$ cat src/rtl/pc_bus_pkg.sv
// Shared types and parameter defaults for the PC system-bus arbiter.
package pc_bus_pkg;

  typedef enum logic [2:0] {
    ST_CPU      = 3'd0,
    ST_SYNC     = 3'd1,
    ST_DEAD_IN  = 3'd2,
    ST_DMA      = 3'd3,
    ST_DEAD_OUT = 3'd4
  } bus_st_t;

  localparam int unsigned IO_WAIT_DEF  = 1;
  localparam int unsigned DEAD_CYC_DEF = 1;
  localparam int unsigned TMO_CYC_DEF  = 255;

endpackage

$ cat src/rtl/rdy_timer.sv
// I/O wait-state counter and channel-ready timeout; produces the registered
// rdy1 line and a one-cycle timeout pulse.
module rdy_timer #(
  parameter int unsigned IO_WAIT = pc_bus_pkg::IO_WAIT_DEF,
  parameter int unsigned TMO_CYC = pc_bus_pkg::TMO_CYC_DEF
) (
  input  logic clk,
  input  logic reset,
  input  logic i_io_start,
  input  logic i_io_chrdy,
  output logic o_rdy1,
  output logic o_wcnt_busy_c,
  output logic o_tmo_set_c
);

  localparam int unsigned WW       = (IO_WAIT > 0) ? $clog2(IO_WAIT + 1) : 1;
  localparam int unsigned TW_RAW   = $clog2(TMO_CYC + 1);
  localparam int unsigned TW       = (TW_RAW < 8) ? 8 : TW_RAW;
  localparam int unsigned TMO_LAST = (TMO_CYC > 0) ? TMO_CYC - 1 : 0;

  logic [WW-1:0] r_wcnt;
  logic [WW-1:0] w_wcnt_nxt;
  logic [TW-1:0] r_tcnt;
  logic [TW-1:0] w_tcnt_nxt;
  logic          r_rdy1;
  logic          w_rdy1_d;
  logic          w_tmo_force;

  // Timeout fires on the cycle the count would reach TMO_CYC.
  assign w_tmo_force = !i_io_chrdy && (r_wcnt == '0) && (r_tcnt == TW'(TMO_LAST));

  always_comb begin
    w_wcnt_nxt = r_wcnt;
    if (i_io_start) begin
      w_wcnt_nxt = WW'(IO_WAIT);
    end else if (r_wcnt != '0) begin
      w_wcnt_nxt = r_wcnt - WW'(1);
    end
  end

  // Only cycles stretched purely by io_chrdy count toward the timeout.
  always_comb begin
    w_tcnt_nxt = r_tcnt;
    if (i_io_chrdy || w_tmo_force) begin
      w_tcnt_nxt = '0;
    end else if (r_wcnt == '0) begin
      w_tcnt_nxt = r_tcnt + TW'(1);
    end
  end

  // rdy1 is registered from next-cycle wait count so it lines up with wcnt.
  assign w_rdy1_d = !((w_wcnt_nxt != '0) || (!i_io_chrdy && !w_tmo_force));

  always_ff @(posedge clk) begin
    if (reset) begin
      r_wcnt <= '0;
      r_tcnt <= '0;
      r_rdy1 <= 1'b1;
    end else begin
      r_wcnt <= w_wcnt_nxt;
      r_tcnt <= w_tcnt_nxt;
      r_rdy1 <= w_rdy1_d;
    end
  end

  assign o_rdy1        = r_rdy1;
  assign o_wcnt_busy_c = (r_wcnt != '0);
  assign o_tmo_set_c   = w_tmo_force;

endmodule

$ cat src/rtl/pc_bus_arbiter.sv
// CPU/DMA bus-ownership sequencer with dead-time insertion, feeding the
// hold acknowledge, aen1 and rdy1 lines of the PC system bus.
module pc_bus_arbiter #(
  parameter int unsigned IO_WAIT  = pc_bus_pkg::IO_WAIT_DEF,
  parameter int unsigned DEAD_CYC = pc_bus_pkg::DEAD_CYC_DEF,
  parameter int unsigned TMO_CYC  = pc_bus_pkg::TMO_CYC_DEF
) (
  input  logic clk,
  input  logic reset,
  input  logic hrq,
  input  logic cpu_idle,
  input  logic io_start,
  input  logic io_chrdy,
  output logic hlda,
  output logic aen1,
  output logic rdy1,
  output logic bus_tmo
);

  import pc_bus_pkg::*;

  localparam int unsigned DW        = (DEAD_CYC > 1) ? $clog2(DEAD_CYC) : 1;
  localparam int unsigned DEAD_LAST = (DEAD_CYC > 0) ? DEAD_CYC - 1 : 0;

  bus_st_t       r_st;
  bus_st_t       w_st_nxt;
  logic [DW-1:0] r_dcnt;
  logic          w_dead_done;
  logic          r_hlda;
  logic          r_aen1;
  logic          r_bus_tmo;
  logic          w_hlda_d;
  logic          w_aen1_d;
  logic          w_wcnt_busy;
  logic          w_tmo_set;
  logic          w_io_start_q;

  assign w_io_start_q = io_start && (r_st == ST_CPU);
  assign w_dead_done  = (r_dcnt == DW'(DEAD_LAST));

  rdy_timer #(
    .IO_WAIT (IO_WAIT),
    .TMO_CYC (TMO_CYC)
  ) u_rdy_timer (
    .clk           (clk),
    .reset         (reset),
    .i_io_start    (w_io_start_q),
    .i_io_chrdy    (io_chrdy),
    .o_rdy1        (rdy1),
    .o_wcnt_busy_c (w_wcnt_busy),
    .o_tmo_set_c   (w_tmo_set)
  );

  // State register plus registered outputs decoded from the next state.
  always_ff @(posedge clk) begin
    if (reset) begin
      r_st      <= ST_CPU;
      r_hlda    <= 1'b0;
      r_aen1    <= 1'b1;
      r_bus_tmo <= 1'b0;
    end else begin
      r_st      <= w_st_nxt;
      r_hlda    <= w_hlda_d;
      r_aen1    <= w_aen1_d;
      r_bus_tmo <= r_bus_tmo | w_tmo_set;
    end
  end

  always_ff @(posedge clk) begin
    if (reset || (w_st_nxt != r_st)) begin
      r_dcnt <= '0;
    end else if ((r_st == ST_DEAD_IN) || (r_st == ST_DEAD_OUT)) begin
      r_dcnt <= r_dcnt + DW'(1);
    end
  end

  always_comb begin
    w_st_nxt = r_st;
    case (r_st)
      ST_CPU:      if (hrq) w_st_nxt = ST_SYNC;
      ST_SYNC: begin
        if (!hrq) begin
          w_st_nxt = ST_CPU;
        end else if (cpu_idle && !w_wcnt_busy) begin
          w_st_nxt = ST_DEAD_IN;
        end
      end
      ST_DEAD_IN:  if (w_dead_done) w_st_nxt = ST_DMA;
      ST_DMA:      if (!hrq) w_st_nxt = ST_DEAD_OUT;
      ST_DEAD_OUT: if (w_dead_done) w_st_nxt = ST_CPU;
      default:     w_st_nxt = ST_CPU;
    endcase
  end

  always_comb begin
    w_hlda_d = 1'b0;
    w_aen1_d = 1'b1;
    case (w_st_nxt)
      ST_DEAD_IN, ST_DEAD_OUT: w_aen1_d = 1'b0;
      ST_DMA: begin
        w_hlda_d = 1'b1;
        w_aen1_d = 1'b0;
      end
      default: ;
    endcase
  end

  assign hlda    = r_hlda;
  assign aen1    = r_aen1;
  assign bus_tmo = r_bus_tmo;

endmodule

$ cat config.mk
export PLATFORM = sky130hd
export DESIGN_NAME = pc_bus_arbiter
export DESIGN_NICKNAME = d
export VERILOG_FILES = /design/src/rtl/pc_bus_pkg.sv /design/src/rtl/rdy_timer.sv /design/src/rtl/pc_bus_arbiter.sv
export SDC_FILE = /design/constraint.sdc
export NUM_CORES = 1
export LEC_CHECK = 0
export ABC_CLOCK_PERIOD_IN_PS = 1400
export BUFFER_PORTS_ARGS = -buffer_cell sky130_fd_sc_hd__clkbuf_2
export CAP_MARGIN = 10
export CORE_MARGIN = 8
export CORE_UTILIZATION = 48
export CTS_CLUSTER_DIAMETER = 50
export DETAILED_ROUTE_END_ITERATION = 6
export HOLD_SLACK_MARGIN = 0.05
export PLACE_DENSITY = 0.71
export SLEW_MARGIN = 20
export SYNTH_ARGS = -nofsm -noshare
export SYNTH_HDL_FRONTEND = slang
export SYNTH_SLANG_ARGS = --single-unit
$ cat constraint.sdc
create_clock -name clk -period 1.4 [get_ports clk]
set_input_delay 0.28 -clock clk [delete_from_list [all_inputs] [get_ports clk]]
set_output_delay 0.28 -clock clk [all_outputs]
set_load 0.02 [all_outputs]
Word level (Yosys, flattened, before mapping) --
Index checks and enable logic that the tools add are counted. W data, S select, Z words.
Storage, ports and cells: bits in registers 17, input bits 6, output and inout port bits 4, word-level logic and storage cells 49
Operators by class: add/subtract/negate cells 3, eq/ne operators 9, muxes and demuxes 11, bitwise operators 2, reduce and logical (&&, ||, !) cells 16
Operator list (number):
- $mux W3 | 6
- $pmux W3 S5 | 1
- $eq A3 B2 Y1 const B | 4
- $add A8 B1 Y8 const B | 1
- $eq A8 B8 Y1 const B | 1
- $eq A3 B3 Y1 const B | 2
- $logic_and A1 B1 Y1 | 5
- $logic_not A1 Y1 | 4
- $logic_or A1 B1 Y1 | 4
- $mux W1 | 4
- $eq A3 B1 Y1 const B | 1
- $logic_not A3 Y1 | 1
- $ne A3 B3 Y1 | 1
- $reduce_or A3 Y1 | 1
- $reduce_or A2 Y1 | 1
- $add A1 B1 Y1 const B | 1
- $not A1 Y1 | 1
- $or A1 B1 Y1 | 1
- $sub A1 B1 Y1 const B | 1

Longest topological paths before layout --
Gate-level depths: netlist (run 1).
word-level depth 8, gate-level depth with buffers 5, gate-level depth less buffers 5

Hierarchy --
Synthesis (run 1) repeated with hierarchy kept, for this count alone.
Second synthesis, totals: cell total of the unflattened synthesis 81, area total of the unflattened synthesis 789.5 µm²
By module, submodules not included:
- rdy_timer | times used 1, cells each 50, area each 505.5 µm², seq. area each 200.2 µm²
- pc_bus_arbiter | times used 1, cells each 31, area each 284.0 µm², seq. area each 140.1 µm²

Worst setup path after synthesis (run 1) --
No wires, ideal clock.
path kind reg-to-reg, start register u_rdy_timer.r_tcnt[0], end register u_rdy_timer.r_rdy1, in the netlist u_rdy_timer.o_rdy1, setup time 0.115 ns, arrival time 1.235 ns, data required time 1.285 ns, path slack 0.050 ns, cell stages (with the launch flop) 6, path buffers 0, period minus slack after synthesis 1.350 ns, cell sequence dfxtp_1 > inv_1 > ha_1 > and2_1 > a41o_2 > nor2b_4
Between the ends: longest elaborated chain between the ends 6
RTL lines:
- start: declaration | line rdy_timer.sv:23 | logic [TW-1:0] r_tcnt;
- start signal: assignment | line rdy_timer.sv:61 | r_tcnt <= w_tcnt_nxt;
- $eq A8 B8 Y1 | line rdy_timer.sv:30 | assign w_tmo_force = !i_io_chrdy && (r_wcnt == '0) && (r_tcnt == TW'(TMO_LAST));
- $logic_and A1 B1 Y1 | line rdy_timer.sv:30
- $logic_not A1 Y1 | line rdy_timer.sv:52 | assign w_rdy1_d = !((w_wcnt_nxt != '0) || (!i_io_chrdy && !w_tmo_force));
- $logic_and A1 B1 Y1 | line rdy_timer.sv:52
- $logic_or A1 B1 Y1 | line rdy_timer.sv:52
- $logic_not A1 Y1 | line rdy_timer.sv:52
- end signal: assignment | line rdy_timer.sv:62 | r_rdy1 <= w_rdy1_d;
- end: declaration | line rdy_timer.sv:25 | logic r_rdy1;
Every way passes these cells. A chain may end at the register's enable or synchronous reset.

Final worst setup path (run 1) --
start register u_rdy_timer.r_tcnt[0], end register u_rdy_timer.r_tcnt[6]
Between the ends: longest elaborated chain between the ends 4, elaborated cells on any way between the ends 5, classes of those cells add/sub (1); eq/ne (1); reduce/logical (3)
RTL lines:
- parallel branches: the longest is 4 deep, another holds $add A8 B1 Y8
Parallel ways; which one is timed is not known.

==> results of run 1 <==
[sequential cells by signal (all words and copies together), names as in the netlist]
signal	flops
u_rdy_timer.o_wcnt_busy_c	1
u_rdy_timer.o_rdy1	1
r_st	3
hlda	1
bus_tmo	1
aen1	1
u_rdy_timer.r_tcnt	8
r_dcnt	1
[worst max-delay path: stages (launching register included)]
cell     delay (ns)
dfxtp_1        0.32
buf_4          0.15
ha_1           0.24
nor4b_1        0.15
and3_1         0.17
a31o_2         0.20
[cells by family after synthesis]
family          count (synthesis)
simple gates                   35
flops                          17
compound gates                 16
buf+inv                         8
xor+xnor                        4
fa+ha+maj                       2
[report_power, final]
group	total (mW)	internal, mW	leakage, nW	switching (mW)
sequential	0.508	0.497	0.138	0.0108
combinational	0.0867	0.0410	0.207	0.0457
clock	0.260	0.111	0.0150	0.150
total	0.855	0.649	0.361	0.206
[layout make-up]
cell class	count	area (um^2)	area share (%)
multi-input combinational	57	390	45.0
tap	16	20.0	2.31
timing repair buffer	12	67.6	7.79
inverter	6	22.5	2.60
sequential	17	340	39.2
clock buffer	4	26.3	3.03
[synth_stat cells]
cell / n
a21o_1: 1
a21oi_1: 4
a31o_2: 1
a31oi_1: 1
a32o_1: 2
a41o_2: 1
and2_1: 1
and3_1: 3
and3b_1: 1
and4_1: 1
and4b_1: 1
buf_6: 1
clkbuf_1: 1
dfxtp_1: 17
ha_1: 2
inv_1: 6
nand2_1: 3
nand2b_1: 1
nand4_1: 1
nand4b_1: 3
nor2_1: 11
nor2b_1: 1
nor2b_4: 1
nor3_1: 1
nor4b_1: 1
nor4bb_1: 1
o2111a_1: 1
o211ai_1: 2
o21ai_0: 3
or2_1: 1
or3_1: 2
or3b_2: 1
xnor2_1: 1
xor2_1: 3
[per-stage QoR]
stage	util [%]	power (mW)	hold slack (ns)	instance area, um^2	worst slack [ns]
after global routing	57.6	0.903	0.292	867	0.00909
after global placement	55.8	0.606	0.446	841	0.0964
final	57.6	0.855	0.285	867	0.0753
after CTS	57.6	0.865	0.277	867	0.0701
after detailed placement	55.8	0.606	0.448	841	0.0855
after floorplan	-	0.578	0.425	768	0.0498
[routing by layer]
layer / track usage, % / part of all wire, % / vias to the layer above
li1: - / - / 321
met1: 11.8 / 53 / 268
met2: 13.0 / 41 / 10
met3: 4.11 / 5.8 / 2
met4: 4.12 / 0.97 / 0
met5: 0 / 0 / -
[path summary, 6_finish.rpt]
check,from,end,depth (start not counted)
setup / recovery,u_rdy_timer.r_tcnt[0],u_rdy_timer.r_tcnt[6],5
hold / removal,hrq,r_dcnt,3
setup reg to reg,u_rdy_timer.r_tcnt[0],u_rdy_timer.r_tcnt[6],5
hold reg to reg,r_dcnt,r_dcnt,2
==> impl_metrics.json, run 1 <==
{
  "outcome": "complete, no violations",
  "layout_commonest_cell": "dfxtp_1",
  "final_cell_mix": "dfxtp_1, nor2_1, clkbuf_2",
  "cts_buffers": 3,
  "worst_slew_pin_slew_ns": 0.239,
  "synth_top_family_by_area": "simple AND/OR/NAND/NOR gates",
  "track_usage_pct": 9.27,
  "syn_nets": 90,
  "drive_gt1_share_pct": 19.8,
  "antennaDiodeCount": 0,
  "fp.dieH_um": 56.0,
  "timing.fmax_ghz": 0.755,
  "ant_nets": 0,
  "final_cells": 112,
  "synth_compound_area_share_pct": 15.0,
  "grt_max_degree": 10,
  "routedWlPerCell_um": 11.9,
  "syn_avg_cell_area_um2": 9.37,
  "port_buffers": 9,
  "num_vias": 601,
  "netlist.top_cell.by_area": "dfxtp_1",
  "overflow": 0,
  "synthesis.area_um2": 768,
  "leakage_nw": 0.361,
  "ir_drop_mv": 0.639,
  "cp-end-kind": "flop",
  "slew_viol_final": 0,
  "cts.hold.buffers_added": 0,
  "synth-xor-area-share_pct": 4.56,
  "synth_area_leaders": "dfxtp_1, nor2_1, nand4b_1",
  "core_um2": 1510,
  "cts_sinks": 17,
  "finalSetupTns_ns": 0,
  "period_minus_slack_ns": 1.32,
  "gp_congestion": 0.869,
  "min_period_over_period_pct": 94.6,
  "ys_seq_area_share_pct": 44.3,
  "hp-class": "input port to flop",
  "setup_violations": 0,
  "vias_per_cell": 5.37,
  "yosysWarnings": 0,
  "clock_latency_ns": 0.28,
  "grt_first_pass_wirelength_um": 2480,
  "critPathKind": "flop to flop",
  "clk_pin_slew_worst_paths_ns": 0.10,
  "dieArea_um2": 3140,
  "post_cts_buffers": 0,
  "clock_tree.root_cell": "clkbuf_4",
  "drc_errors": 0,
  "clock-skew-final_ns": 0.00139,
  "dpl.cell_count": 108,
  "cp_max_fo": 5,
  "start_util_pct": 51.0,
  "hpwl_um": 1010,
  "final-hold-violation-count": 0,
  "clock_path_buffers": 2,
  "n_fill_cell": 137,
  "pin_count": 10,
  "critPathLaunchType": "flop",
  "max-cap-violations": 0,
  "grt_pass1_vias": 576,
  "rows": 14,
  "drt_pass1_iterations": 4,
  "netlist_instances": 82,
  "slew_headroom_pct": 83.8,
  "postRouteWirelength_um": 1340,
  "power_density_nw_per_um2": 986,
  "cp.required_ns": 1.59,
  "fp.dieW_um": 56.0,
  "cts_tree": "done",
  "h-tree-depth": 1,
  "worstPathArrival_ns": 1.51,
  "synth-simple-area-share_pct": 28.0,
  "syn_to_final_growth_pct": 12.9,
  "synth_seq_cells": 17,
  "nets": 105,
  "rsz0062_at_grt": "no",
  "synth_cell_types": 34,
  "drtIter0Drc": 17,
  "synth_mux_area_share_pct": 0,
  "synth_top_area_share_pct": 44.3,
  "synthAdderAreaFrac_pct": 3.26,
  "antenna_found_initial": 0,
  "cts-resized-gates": 0,
  "r2r_slack_ns": 0.08
}
Power figures use the tool's default switching activity.
==> run 2: changes to the inputs <==
CORE_UTILIZATION = 25   (was 48)
PLACE_DENSITY = default   (was 0.71)
==> impl_metrics.json, run 2 (synthesis gave the netlist of run 1 again) <==
{
  "overflow": 0,
  "vias_per_cell": 4.81,
  "routedWlPerCell_um": 11.0,
  "top_regs": "u_rdy_timer.r_tcnt (8), r_st (3)",
  "drtIter0Drc": 18,
  "p_seq_share_pct": 59.5,
  "cp.required_ns": 1.60,
  "clock_latency_ns": 0.29,
  "cts_buffers": 3,
  "fp.dieH_um": 71.4,
  "gp_congestion": 0.854,
  "hpwl_um": 1120,
  "hp-class": "input port to flop",
  "drc_errors": 0,
  "clock-skew-final_ns": 0.0121,
  "cts_tree": "done",
  "cp_max_fo": 7,
  "holdWs_ns": 0.291,
  "track_usage_pct": 6.30,
  "cp-end-kind": "flop",
  "worstPathArrival_ns": 1.52,
  "clock_path_buffers": 2,
  "dpl_cell_area_um2": 862,
  "num_vias": 621,
  "drt_pass1_iterations": 4,
  "sw_frac_of_total_pct": 24.7,
  "final-hold-violation-count": 0,
  "grt_pass1_vias": 642,
  "r2r_slack_ns": 0.07,
  "regMostFlops": "u_rdy_timer.r_tcnt",
  "cp-startpoint": "u_rdy_timer.r_tcnt[0]",
  "post_cts_buffers": 0,
  "port_buffers": 9,
  "max-cap-violations": 0,
  "power_density_nw_per_um2": 952,
  "cts.hold.buffers_added": 0,
  "critPathLaunchType": "flop",
  "clock_tree.root_cell": "clkbuf_4",
  "clkPwrFrac_pct": 30.3,
  "dieArea_um2": 5100,
  "leakage_nw": 0.362,
  "antenna_found_initial": 0,
  "design_area_um2": 900,
  "setup_violations": 0,
  "slew_headroom_pct": 83.3,
  "internal-power_uw": 645,
  "nets": 105,
  "fp.dieW_um": 71.4,
  "core_um2": 2980,
  "ir_drop_mv": 0.410,
  "timing.fmax_ghz": 0.755,
  "p_switching_uw": 211,
  "clk_pin_slew_worst_paths_ns": 0.11,
  "grt_first_pass_wirelength_um": 2610,
  "rr_worst_depth": 5,
  "antennaDiodeCount": 0,
  "outcome": "complete, no violations",
  "cts_sinks": 17,
  "pin_count": 10,
  "period_minus_slack_ns": 1.33,
  "worst_slew_pin_slew_ns": 0.249,
  "p_comb_share_pct": 10.3,
  "grt_max_degree": 11,
  "ant_nets": 0,
  "reg2reg_from": "u_rdy_timer.r_tcnt[0]",
  "start_util_pct": 25.8,
  "totalPowerFinal_uw": 857,
  "rows": 20,
  "crit_path_end": "u_rdy_timer.o_rdy1",
  "rsz0062_at_grt": "yes",
  "final_cell_mix": "dfxtp_1, nor2_1, clkbuf_2",
  "largest_reg_flops": 8,
  "critPathKind": "flop to flop",
  "postRouteWirelength_um": 1420,
  "syn_to_final_growth_pct": 17.1,
  "drive_gt1_share_pct": 24.0,
  "h-tree-depth": 1,
  "r2r_end": "u_rdy_timer.o_rdy1",
  "layout_commonest_cell": "dfxtp_1",
  "slew_viol_final": 0,
  "min_period_over_period_pct": 94.7,
  "final_util_pct": 30.2
}
run 2: cell types whose count changed in the layout (fill, tap and decap cells not counted), sizes merged:
cell	before	now
clkbuf	13	12
clkinv	0	1
run 2: stage by stage:
| step | std cells | worst slack (ns) | TNS (ns) |
|---|---|---|---|
| 6_report | 129 | 0.0747 | 0 |
| 3_3_place_gp | 125 | 0.0867 | 0 |
| 3_5_place_dp | 125 | 0.0604 | 0 |
| 5_1_grt | 129 | -0.000795 | -0.000795 |
| 2_1_floorplan | 82 | 0.0498 | 0 |
| 4_1_cts | 129 | 0.0334 | 0 |
run 2: per-layer routing:
| metal | track usage (%) | up-vias | wire length (um) |
|---|---|---|---|
| met5 | 0 | - | 0 |
| met4 | 3.46 | 0 | 26 |
| met3 | 1.95 | 4 | 49 |
| met2 | 10.9 | 7 | 698 |
| met1 | 6.63 | 287 | 641 |
| li1 | - | 323 | - |
run 2: worst min path at each step:
| stage | from | slack (ns) | end | cells past startpoint |
|---|---|---|---|---|
| finish | hrq | 0.29 | r_dcnt | 3 |
| global placement | r_dcnt | 0.44 | r_dcnt | 2 |
| detailed placement | r_dcnt | 0.45 | r_dcnt | 2 |
| floorplan | r_dcnt | 0.43 | r_dcnt | 2 |
| global route | io_start | 0.27 | u_rdy_timer.o_wcnt_busy_c | 2 |
| CTS | hrq | 0.28 | r_dcnt | 3 |
run 2: power groups by stage:
stage / logic, mW / clock network, mW / registers [mW]
6_report: 0.0880 / 0.259 / 0.510
4_1_cts: 0.0881 / 0.272 / 0.510
5_1_grt: 0.0960 / 0.290 / 0.513
2_1_floorplan: 0.0529 / 0 / 0.525
3_3_place_gp: 0.0847 / 0 / 0.520
3_5_place_dp: 0.0874 / 0 / 0.521
run 2: final cells by class:
type | instances | area, um^2
Clock inverter | 1 | 5.00
Multi-Input combinational cell | 57 | 399
Timing Repair Buffer | 12 | 67.6
Sequential cell | 17 | 342
Fill cell | 315 | 2080
Inverter | 6 | 22.5
Clock buffer | 3 | 22.5
Tap cell | 33 | 41.3
run 2: worst max-delay path, stage by stage (launching register included):
cell and delay (ns):
dfxtp_1 0.35, inv_1 0.05, ha_1 0.19, and2_1 0.18, a41o_2 0.33, nor2b_4 0.13
run 2: repair_timing:
item / 4_1_cts / 5_1_grt
hold endpoints to repair: 0 / 0
endpoints found under the setup margin: 0 / 2
resized for setup: 0 / 3
